<file path="src/rtl/dbg_display_mux.sv">
// dbg_display_mux: selectable debug-channel decimal display.
//   Picks one of N_CH packed debug channels with debounced next/prev buttons,
//   converts it to BCD with a one-bit-per-cycle double-dabble engine and drives
//   N_DIG active-low seven-segment digits with optional leading-zero blanking.
// Ports:
//   clk, rst_n       clock, synchronous active-low reset
//   btn_next/prev    raw active-high buttons (asynchronous to clk)
//   ch_data          channel k at [k*IN_WIDTH +: IN_WIDTH]
//   ch_sel           selected channel index
//   hex              digit d at [d*7 +: 7], bit0=a .. bit6=g, 0 = lit
//   ovf              last completed conversion needed more than N_DIG digits
//   conv_done        one-cycle pulse, aligned with the display register update
module dbg_display_mux #(
    parameter int unsigned N_CH          = 4,
    parameter int unsigned IN_WIDTH      = 6,
    parameter int unsigned N_DIG         = 4,
    parameter int unsigned DEBOUNCE      = 16,
    parameter bit          BLANK_LEADING = 1'b1,
    localparam int unsigned SEL_W        = (N_CH > 1) ? $clog2(N_CH) : 1
) (
    input  logic                       clk,
    input  logic                       rst_n,
    input  logic                       btn_next,
    input  logic                       btn_prev,
    input  logic [N_CH*IN_WIDTH-1:0]   ch_data,
    output logic [SEL_W-1:0]           ch_sel,
    output logic [N_DIG*7-1:0]         hex,
    output logic                       ovf,
    output logic                       conv_done
);

    localparam int unsigned BCD_W  = 4 * N_DIG;
    localparam int unsigned ITER_W = $clog2(IN_WIDTH + 1);
    localparam int unsigned DB_W   = $clog2(DEBOUNCE + 1);

    typedef enum logic [1:0] {
        S_LOAD  = 2'd0,
        S_SHIFT = 2'd1,
        S_DONE  = 2'd2
    } state_t;

    // ------------------------------------------------------------------
    // Button synchronise + debounce; index 0 = next, 1 = prev
    // ------------------------------------------------------------------
    logic [1:0]      w_btn;
    logic [1:0]      r_sync1;
    logic [1:0]      r_sync2;
    logic [1:0]      r_level;
    logic [1:0]      r_pulse;
    logic [DB_W-1:0] r_db_cnt [2];

    assign w_btn = {btn_prev, btn_next};

    always_ff @(posedge clk) begin
        if (!rst_n) begin
            r_sync1 <= '0;
            r_sync2 <= '0;
            r_level <= '0;
            r_pulse <= '0;
            for (int i = 0; i < 2; i++) begin
                r_db_cnt[i] <= '0;
            end
        end else begin
            r_sync1 <= w_btn;
            r_sync2 <= r_sync1;
            for (int i = 0; i < 2; i++) begin
                r_pulse[i] <= 1'b0;
                if (r_sync2[i] != r_level[i]) begin
                    // DEBOUNCE consecutive differing samples flip the level
                    if (r_db_cnt[i] == DB_W'(DEBOUNCE - 1)) begin
                        r_level[i]  <= ~r_level[i];
                        r_db_cnt[i] <= '0;
                        r_pulse[i]  <= ~r_level[i];
                    end else begin
                        r_db_cnt[i] <= r_db_cnt[i] + DB_W'(1);
                    end
                end else begin
                    r_db_cnt[i] <= '0;
                end
            end
        end
    end

    // ------------------------------------------------------------------
    // Channel select, modulo N_CH; simultaneous pulses cancel
    // ------------------------------------------------------------------
    logic [SEL_W-1:0] r_ch_sel;

    always_ff @(posedge clk) begin
        if (!rst_n) begin
            r_ch_sel <= '0;
        end else if (r_pulse[0] && !r_pulse[1]) begin
            r_ch_sel <= (r_ch_sel == SEL_W'(N_CH - 1)) ? '0 : r_ch_sel + SEL_W'(1);
        end else if (r_pulse[1] && !r_pulse[0]) begin
            r_ch_sel <= (r_ch_sel == '0) ? SEL_W'(N_CH - 1) : r_ch_sel - SEL_W'(1);
        end
    end

    // Selected channel value
    logic [IN_WIDTH-1:0] w_sel_val;

    always_comb begin
        w_sel_val = '0;
        for (int k = 0; k < int'(N_CH); k++) begin
            if (r_ch_sel == SEL_W'(k)) begin
                w_sel_val = ch_data[k*IN_WIDTH +: IN_WIDTH];
            end
        end
    end

    // ------------------------------------------------------------------
    // Double-dabble conversion engine
    // ------------------------------------------------------------------
    state_t              r_state;
    logic [IN_WIDTH-1:0] r_sr;
    logic [BCD_W-1:0]    r_bcd;
    logic [BCD_W-1:0]    w_bcd_adj;
    logic                r_ovf_work;
    logic [ITER_W-1:0]   r_iter;
    logic [BCD_W-1:0]    r_disp;
    logic                r_ovf;
    logic                r_conv_done;

    // Add-3 correction on every digit >= 5 ahead of the shift
    always_comb begin
        w_bcd_adj = r_bcd;
        for (int d = 0; d < int'(N_DIG); d++) begin
            if (r_bcd[4*d +: 4] >= 4'd5) begin
                w_bcd_adj[4*d +: 4] = r_bcd[4*d +: 4] + 4'd3;
            end
        end
    end

    always_ff @(posedge clk) begin
        if (!rst_n) begin
            r_state     <= S_LOAD;
            r_sr        <= '0;
            r_bcd       <= '0;
            r_ovf_work  <= 1'b0;
            r_iter      <= '0;
            r_disp      <= '0;
            r_ovf       <= 1'b0;
            r_conv_done <= 1'b0;
        end else begin
            r_conv_done <= 1'b0;
            case (r_state)
                S_LOAD: begin
                    r_sr       <= w_sel_val;
                    r_bcd      <= '0;
                    r_ovf_work <= 1'b0;
                    r_iter     <= '0;
                    r_state    <= S_SHIFT;
                end
                S_SHIFT: begin
                    r_bcd <= {w_bcd_adj[BCD_W-2:0], r_sr[IN_WIDTH-1]};
                    r_sr  <= r_sr << 1;
                    // A set top bit would be shifted out: value exceeds N_DIG digits
                    if (w_bcd_adj[BCD_W-1]) begin
                        r_ovf_work <= 1'b1;
                    end
                    if (r_iter == ITER_W'(IN_WIDTH - 1)) begin
                        r_state <= S_DONE;
                    end else begin
                        r_iter <= r_iter + ITER_W'(1);
                    end
                end
                S_DONE: begin
                    r_disp      <= r_bcd;
                    r_ovf       <= r_ovf_work;
                    r_conv_done <= 1'b1;
                    r_state     <= S_LOAD;
                end
                default: begin
                    r_state <= S_LOAD;
                end
            endcase
        end
    end

    // ------------------------------------------------------------------
    // Seven-segment decode with dash-on-overflow and leading-zero blanking
    // ------------------------------------------------------------------
    function automatic logic [6:0] seg7(input logic [3:0] dig);
        logic [6:0] s;
        case (dig)
            4'd0:    s = 7'b1000000;
            4'd1:    s = 7'b1111001;
            4'd2:    s = 7'b0100100;
            4'd3:    s = 7'b0110000;
            4'd4:    s = 7'b0011001;
            4'd5:    s = 7'b0010010;
            4'd6:    s = 7'b0000010;
            4'd7:    s = 7'b1111000;
            4'd8:    s = 7'b0000000;
            4'd9:    s = 7'b0010000;
            default: s = 7'b1111111;
        endcase
        return s;
    endfunction

    logic [N_DIG*7-1:0] w_hex;
    logic               w_zero_above;
    logic [3:0]         w_dig;

    // Walk from the top digit down, tracking whether all digits so far are zero
    always_comb begin
        w_hex        = '1;
        w_zero_above = 1'b1;
        w_dig        = '0;
        for (int d = int'(N_DIG) - 1; d >= 0; d--) begin
            w_dig        = r_disp[4*d +: 4];
            w_zero_above = w_zero_above && (w_dig == 4'd0);
            if (r_ovf) begin
                w_hex[7*d +: 7] = 7'b0111111;
            end else if (BLANK_LEADING && (d != 0) && w_zero_above) begin
                w_hex[7*d +: 7] = 7'b1111111;
            end else begin
                w_hex[7*d +: 7] = seg7(w_dig);
            end
        end
    end

    assign ch_sel    = r_ch_sel;
    assign hex       = w_hex;
    assign ovf       = r_ovf;
    assign conv_done = r_conv_done;

endmodule

</file>
<file path="config.mk">
export PLATFORM = sky130hd
export DESIGN_NAME = dbg_display_mux
export DESIGN_NICKNAME = d
export VERILOG_FILES = /design/src/rtl/dbg_display_mux.sv
export SDC_FILE = /design/constraint.sdc
export NUM_CORES = 1
export LEC_CHECK = 0
export ABC_AREA = 1
export ABC_CLOCK_PERIOD_IN_PS = 1880
export CAP_MARGIN = 20
export CORE_ASPECT_RATIO = 0.7
export CORE_MARGIN = 2
export CORE_UTILIZATION = 35
export CTS_BUF_LIST = sky130_fd_sc_hd__clkbuf_8
export CTS_CLUSTER_SIZE = 25
export DETAILED_ROUTE_END_ITERATION = 8
export SKIP_LAST_GASP = 1
export SYNTH_ARGS = -nofsm -noshare
export SYNTH_HDL_FRONTEND = slang
export SYNTH_SLANG_ARGS = --single-unit
</file>
<file path="constraint.sdc">
create_clock -name clk -period 1.88 [get_ports clk]
set_input_delay 0.376 -clock clk [delete_from_list [all_inputs] [get_ports clk]]
set_output_delay 0.376 -clock clk [all_outputs]
set_load 0.02 [all_outputs]
</file>
==> impl_metrics.ini, run 1 <==
[status]
outcome = finished, violations left
failed_checks = negative setup slack

[placed_design]
routability_driven_placement_congestion_ratio = 0.804
io_buffers = 59
dp.final_hpwl_mm = 7.73
placed_cell_area_mm2 = 0.00608

[worst_setup_path]
worstPathArrival_ps = 1520
worst_path_dominant_cell_family = simple AND/OR/NAND/NOR gates
worstSetupStartpointType = register
timing.critical_path.required_ps = 1500
buf_inv_stages_crit_path = 2
crit_chain = nor2_4 -> nand2_2 -> nor2_4 -> nand3_4 -> buf_6 -> nand3b_1 -> buf_6
worstReg2RegStart = r_db_cnt[1][0]
critical-path-max-stage-delay_ps = 340
crit_path_max_fanout = 6
worst-setup-path-type = reg -> out
worst_path_max_delay_cell = dfxtp_2
r2r_setup_slack_ps = 190
critPathCaptureType = output pin
r2r_end = r_db_cnt[1][0]
worst_r2r_path_depth = 8

[cells_and_area]
layout.cell_area.non_filler_mm2 = 0.00632
nNetsFinal = 886
diodes = 0
area_delta_synth_final_pct = 26.0
proportion_of_layout_cells_with_a_drive_suffix_above_1_pct = 15.5

[logic_synthesis]
synth.cell_area_mm2 = 0.00502
edff_count_synth = 10
synth_area_leaders = dfxtp_1 (34%), nand2_1 (17%), ha_1 (9.7%), inv_1 (8.2%), nand3_1 (6.8%)
synth_area_in_compound_gates_pct = 7.96
post_synth_xor_area_fraction_pct = 0.349
main_combinational_cell_family_by_area_after_synthesis = simple AND/OR/NAND/NOR gates
synth_sequential_area_ratio_pct = 39.5
yosys.area_share.adder_pct = 9.73
synth_top_area_share_pct = 33.5
synth_cell_types = 33
syn-mean-instance-area_um2 = 7.03
postSynthCellCount = 714
dominantRegCellSynth = dfxtp_1
postSynth.asyncResetShare_pct = 0
synth.mux.area_fraction_pct = 0
synthSimpleGateAreaFrac_pct = 31.6
synth_seq_cells = 94
synthesis.yosys.warnings = 0
yosysTopAreaCell = dfxtp_1

[timing]
fmax_ghz = 0.527
fin_setup_tns_ps = -29.7
shortest_clock_period_the_worst_path_allows_after_layout_ps = 1900
grt_setup_unrepaired = true
final_min_period_over_clock_period_pct = 101
final-max-slew-violation-count = 0
fin_hold_ws_ps = 419
finalClockSkew_ps = 10.2
setup_viol_count_final = 2
timing.final.hold_violations = 0
worst_slack_ps = -15.9

[clocking]
clk-insertion-delay-late_ps = 370
clock_pin_slew_on_the_worst_setup_and_hold_paths_ps = 90
tritoncts.num_buffers = 9
cts.htree.levels = 3
cts_tree = yes
post_cts_hold_buffer_count = 0
cts.root.buffer_cell = clkbuf_8
tritoncts_num_sinks = 94
clock_tree.buffer_depth = 2

[run]
cap_viol_max_count = 0

[floorplan]
floorplan.rows = 36
chipHeight_um = 104
die_width_um = 147
design.portCount = 60
floorplan.initialDensity_pct = 35.9
core_region_area_mm2 = 0.0140
die_area_mm2 = 0.0153

[hold_path]
hold_path_class = reg -> reg
hold_path.startpoint = r_sync1[0]
worstHoldPathCells = 2
worst_hold_path.endpoint = r_sync2[0]

[detailed_routing]
drc = 0
num_vias = 4453
drt_pass1_iterations = 4
post_drt_via_cell_ratio = 4.39
routedWlPerCell_um = 10.3
postRouteAntennaNets = 0
drt_wl_total_mm = 10.4
detailedRoute.firstIterationViolations = 204

[global_route]
largest_net_degree_at_the_start_of_global_routing = 28
number_of_global_route_vias_before_repair = 4121
antenna_found_initial = 0
global_route.usage.total_pct = 14.5
grt_pass1_wl_mm = 18.8
global_route.overflow_total = 0

[power_and_ir_drop]
worst_ir_drop_vdd_uv = 298
power_density_mw_per_mm2 = 570
finalPower_mw = 3.60
power.leakage_nw = 3.23
-- layer usage --
metal | vias to the layer above | global-route usage (%) | part of all wire (%)
li1 | 2451 | - | -
met1 | 1937 | 21.2 | 56
met2 | 56 | 21.7 | 40
met3 | 9 | 3.38 | 2.8
met4 | 0 | 3.09 | 0.71
met5 | - | 0 | 0
-- layout by cell type, fill, tap and decap left out, types with 4 or more instances in the layout --
cell	count
a21oi_1	45
o211ai_1	5
buf_6	5
clkbuf_8	9
buf_2	7
dfxtp_1	75
ha_1	39
buf_4	53
conb_1	10
clkbuf_2	6
dfxtp_2	7
o22ai_1	4
o21ai_1	4
nand2_1	225
o21ai_0	12
nor2_4	6
nand3_1	67
inv_2	5
or2_2	6
edfxtp_1	10
inv_1	110
clkdlybuf4s50_1	31
nand3b_1	7
nor2_1	32
nand4_1	13
nand2_2	7
-- how the worst max path moves through the flow --
stage	slack, ps	startpoint	cells after the start	end
2_1_floorplan	240	rst_n	10	register
3_3_place_gp	-250	r_disp[14]	6	hex[13]
3_5_place_dp	-300	r_disp[12]	6	hex[13]
4_1_cts	-160	r_disp[12]	6	hex[13]
5_1_grt	-110	r_disp[15]	7	hex[10]
6_report	-20	r_disp[15]	7	hex[10]
-- power breakdown --
part           leakage, nW  total (mW)  switching (mW)  internal, mW
Sequential           0.788        2.06          0.0142          2.05
Clock               0.0895        1.35           0.732         0.617
Combinational         2.35       0.191          0.0952        0.0962
-- logic make-up (layout without fill, tap and decap cells) --
family | Yosys count | count (layout)
and+or+nand+nor | 369 | 369
buffers and inverters | 135 | 236
DFF | 94 | 94
AOI/OAI and AO/OA | 74 | 74
adders and majority gates | 39 | 39
xor gates and xnor gates | 2 | 2
other | 1 | 10
-- worst register-to-register path: cells and delay by family, from the launching register on --
kind / cells / cell delay, ps
adders and majority gates: 2 / 450
AOI/OAI and AO/OA: 2 / 290
DFF: 1 / 430
and+or+nand+nor: 3 / 200
buffers and inverters: 1 / 190
-- stage by stage --
stage               utilization, %  setup slack [ps]  instances
floorplan                        -               236        723
global route                  45.3              -111       1014
finish                        45.3             -15.9       1014
CTS                           45.1              -164       1011
detailed placement            43.6              -303        994
global placement              43.6              -248        994
-- cells in the mapped netlist (7+ instances only) --
cell / n
nand2_1: 226
edfxtp_1: 10
nor2_1: 37
dfxtp_1: 84
a21oi_1: 45
inv_1: 110
clkbuf_1: 8
nand3_1: 68
nand3b_1: 7
o21ai_0: 12
nand4_1: 13
ha_1: 39
-- timing repair --
item	4_1_cts	5_1_grt
buffers inserted	1	3
endpoints found under the setup margin	29	46
pin swaps	4	3
gates resized for setup	91	56
-- area by class of cell --
cell class,count,area (um2)
Clock inverter,7,73.8
Sequential cell,94,2000
Timing Repair Buffer,104,850
Clock buffer,9,124
Multi-Input combinational cell,494,2600
Tap cell,190,238
Fill cell,1461,7640
Inverter,116,438
Power figures use the tool's default switching activity.
==> run 2: changes to the inputs <==
--- a/config.mk
+++ b/config.mk
@@ -14,6 +14,7 @@
 export CTS_BUF_LIST = sky130_fd_sc_hd__clkbuf_8
 export CTS_CLUSTER_SIZE = 25
 export DETAILED_ROUTE_END_ITERATION = 8
+export PLACE_DENSITY_LB_ADDON = 0.08
 export SKIP_LAST_GASP = 1
 export SYNTH_ARGS = -nofsm -noshare
 export SYNTH_HDL_FRONTEND = slang
==> impl_metrics.ini, run 2 (synthesis results as in run 1) <==
[status]
outcome = finished, violations left
failed_checks = negative setup slack

[placed_design]
routability_driven_placement_congestion_ratio = 0.839
io_buffers = 59
dp.final_hpwl_mm = 8.59
placed_cell_area_mm2 = 0.00606

[floorplan]
die_area_mm2 = 0.0153
chipHeight_um = 104
floorplan.rows = 36
die_width_um = 147
core_region_area_mm2 = 0.0140
design.portCount = 60
floorplan.initialDensity_pct = 35.9

[cells_and_area]
nNetsFinal = 882
layout.cell_area.non_filler_mm2 = 0.00629
seqCellArea_mm2 = 0.00199
nFillCells = 1448
diodes = 0
final_util_pct = 45.0
proportion_of_layout_cells_with_a_drive_suffix_above_1_pct = 14.8
multi_input_area_mm2 = 0.00259
most-common-layout-cells = nand2_1 (224), inv_1 (110), dfxtp_1 (78)
layout_commonest_cell = nand2_1
area_delta_synth_final_pct = 25.3

[hold_path]
worstHoldPathCells = 2
hold_path_class = reg -> reg
worst_hold_path.endpoint = r_sync2[0]
hold_path.startpoint = r_sync1[0]

[detailed_routing]
post_drt_via_cell_ratio = 4.50
routedWlPerCell_um = 11.3
drt_pass1_iterations = 4
drc = 0
drt_wl_total_mm = 11.4
detailedRoute.firstIterationViolations = 142
num_vias = 4549
postRouteAntennaNets = 0

[worst_setup_path]
r2r_setup_slack_ps = 150
critPathCaptureType = output pin
worstSetupStartpointType = register
timing.critical_path.required_ps = 1500
worstReg2RegStart = r_state[1]
worst-setup-path-type = reg -> out
worstPathArrival_ps = 1530
crit_path_max_fanout = 7
worst_r2r_path_depth = 11

[timing]
shortest_clock_period_the_worst_path_allows_after_layout_ps = 1910
grt_setup_unrepaired = true
timing.final.hold_violations = 0
finalClockSkew_ps = 6.99
worst_slack_ps = -29.3
fmax_ghz = 0.524
final-max-slew-violation-count = 0
setup_viol_count_final = 2
final_min_period_over_clock_period_pct = 102

[global_route]
global_route.usage.total_pct = 15.6
grt_pass1_wl_mm = 19.8
antenna_found_initial = 0
largest_net_degree_at_the_start_of_global_routing = 28
global_route.overflow_total = 0
number_of_global_route_vias_before_repair = 4415

[run]
cap_viol_max_count = 0

[power_and_ir_drop]
worst_ir_drop_vdd_uv = 302
power_density_mw_per_mm2 = 576
finalPower_mw = 3.62
power.leakage_nw = 3.23

[clocking]
clock_tree.buffer_depth = 2
tritoncts.num_buffers = 9
clock_pin_slew_on_the_worst_setup_and_hold_paths_ps = 90
cts_tree = yes
tritoncts_num_sinks = 94
cts.root.buffer_cell = clkbuf_8
cts.htree.levels = 3
post_cts_hold_buffer_count = 0
clk-insertion-delay-late_ps = 370
[run 2: cell types whose count changed in the layout (fill, tap and decap cells not counted), sizes merged]
cell,before,now
clkinvlp,3,0
clkbuf,15,13
clkdlybuf4s50,31,30
clkinv,2,3
buf,65,62
dlygate4sd2,1,2
clkdlybuf4s15,1,4
[run 2: timing repair]
| action | CTS | global route |
|---|---|---|
| gates resized for setup | 88 | 55 |
| buffers inserted | 1 | 2 |
| hold endpoints to repair | 0 | 0 |
| pin swaps | 1 | 12 |
| gates cloned | 0 | 0 |
| endpoints found under the setup margin | 29 | 32 |
[run 2: layout make-up]
type | count | share of cell area (%)
inverters | 116 | 6.97
flip-flops and latches | 94 | 31.7
well taps | 190 | 3.78
clock inverters | 5 | 0.776
repair buffers | 100 | 13.3
clock buffers | 11 | 2.41
multi-input cells | 494 | 41.1
[run 2: worst max-delay path by stage]
stage	to	depth (start not counted)	slack, ps	startpoint
final	hex[13]	6	-30	r_disp[13]
after global routing	hex[13]	6	-110	r_disp[10]
after CTS	hex[15]	7	-230	r_disp[14]
after detailed placement	hex[13]	6	-400	r_disp[14]
after global placement	hex[13]	6	-340	r_disp[14]
after floorplan	register	10	240	rst_n
[run 2: stage by stage]
stage / setup TNS, ps / hold slack [ps] / setup slack, ps / cells
2_1_floorplan: 0 / 390 / 236 / 723
3_3_place_gp: -6120 / 398 / -339 / 991
3_5_place_dp: -8310 / 402 / -400 / 991
4_1_cts: -1670 / 426 / -231 / 1008
5_1_grt: -1060 / 445 / -107 / 1010
6_report: -31.6 / 421 / -29.3 / 1010
[run 2: per-layer routing]
layer	GRT usage, %	wire length, um
met1	20.6	5850
met2	25.5	4990
met3	3.90	468
met4	4.19	128
met5	0	0
[run 2: report_power, final]
part	switching, mW	internal (mW)
registers	0.0151	2.05
logic	0.0936	0.0895
clock network	0.700	0.676
[run 2: worst max-delay path, stage by stage, from the launching register on]
cell     delay (ps)
dfxtp_2         350
nor2_4          110
nand2_2          80
nor2_4          180
nand3_4         140
a21oi_2         160
buf_4           150
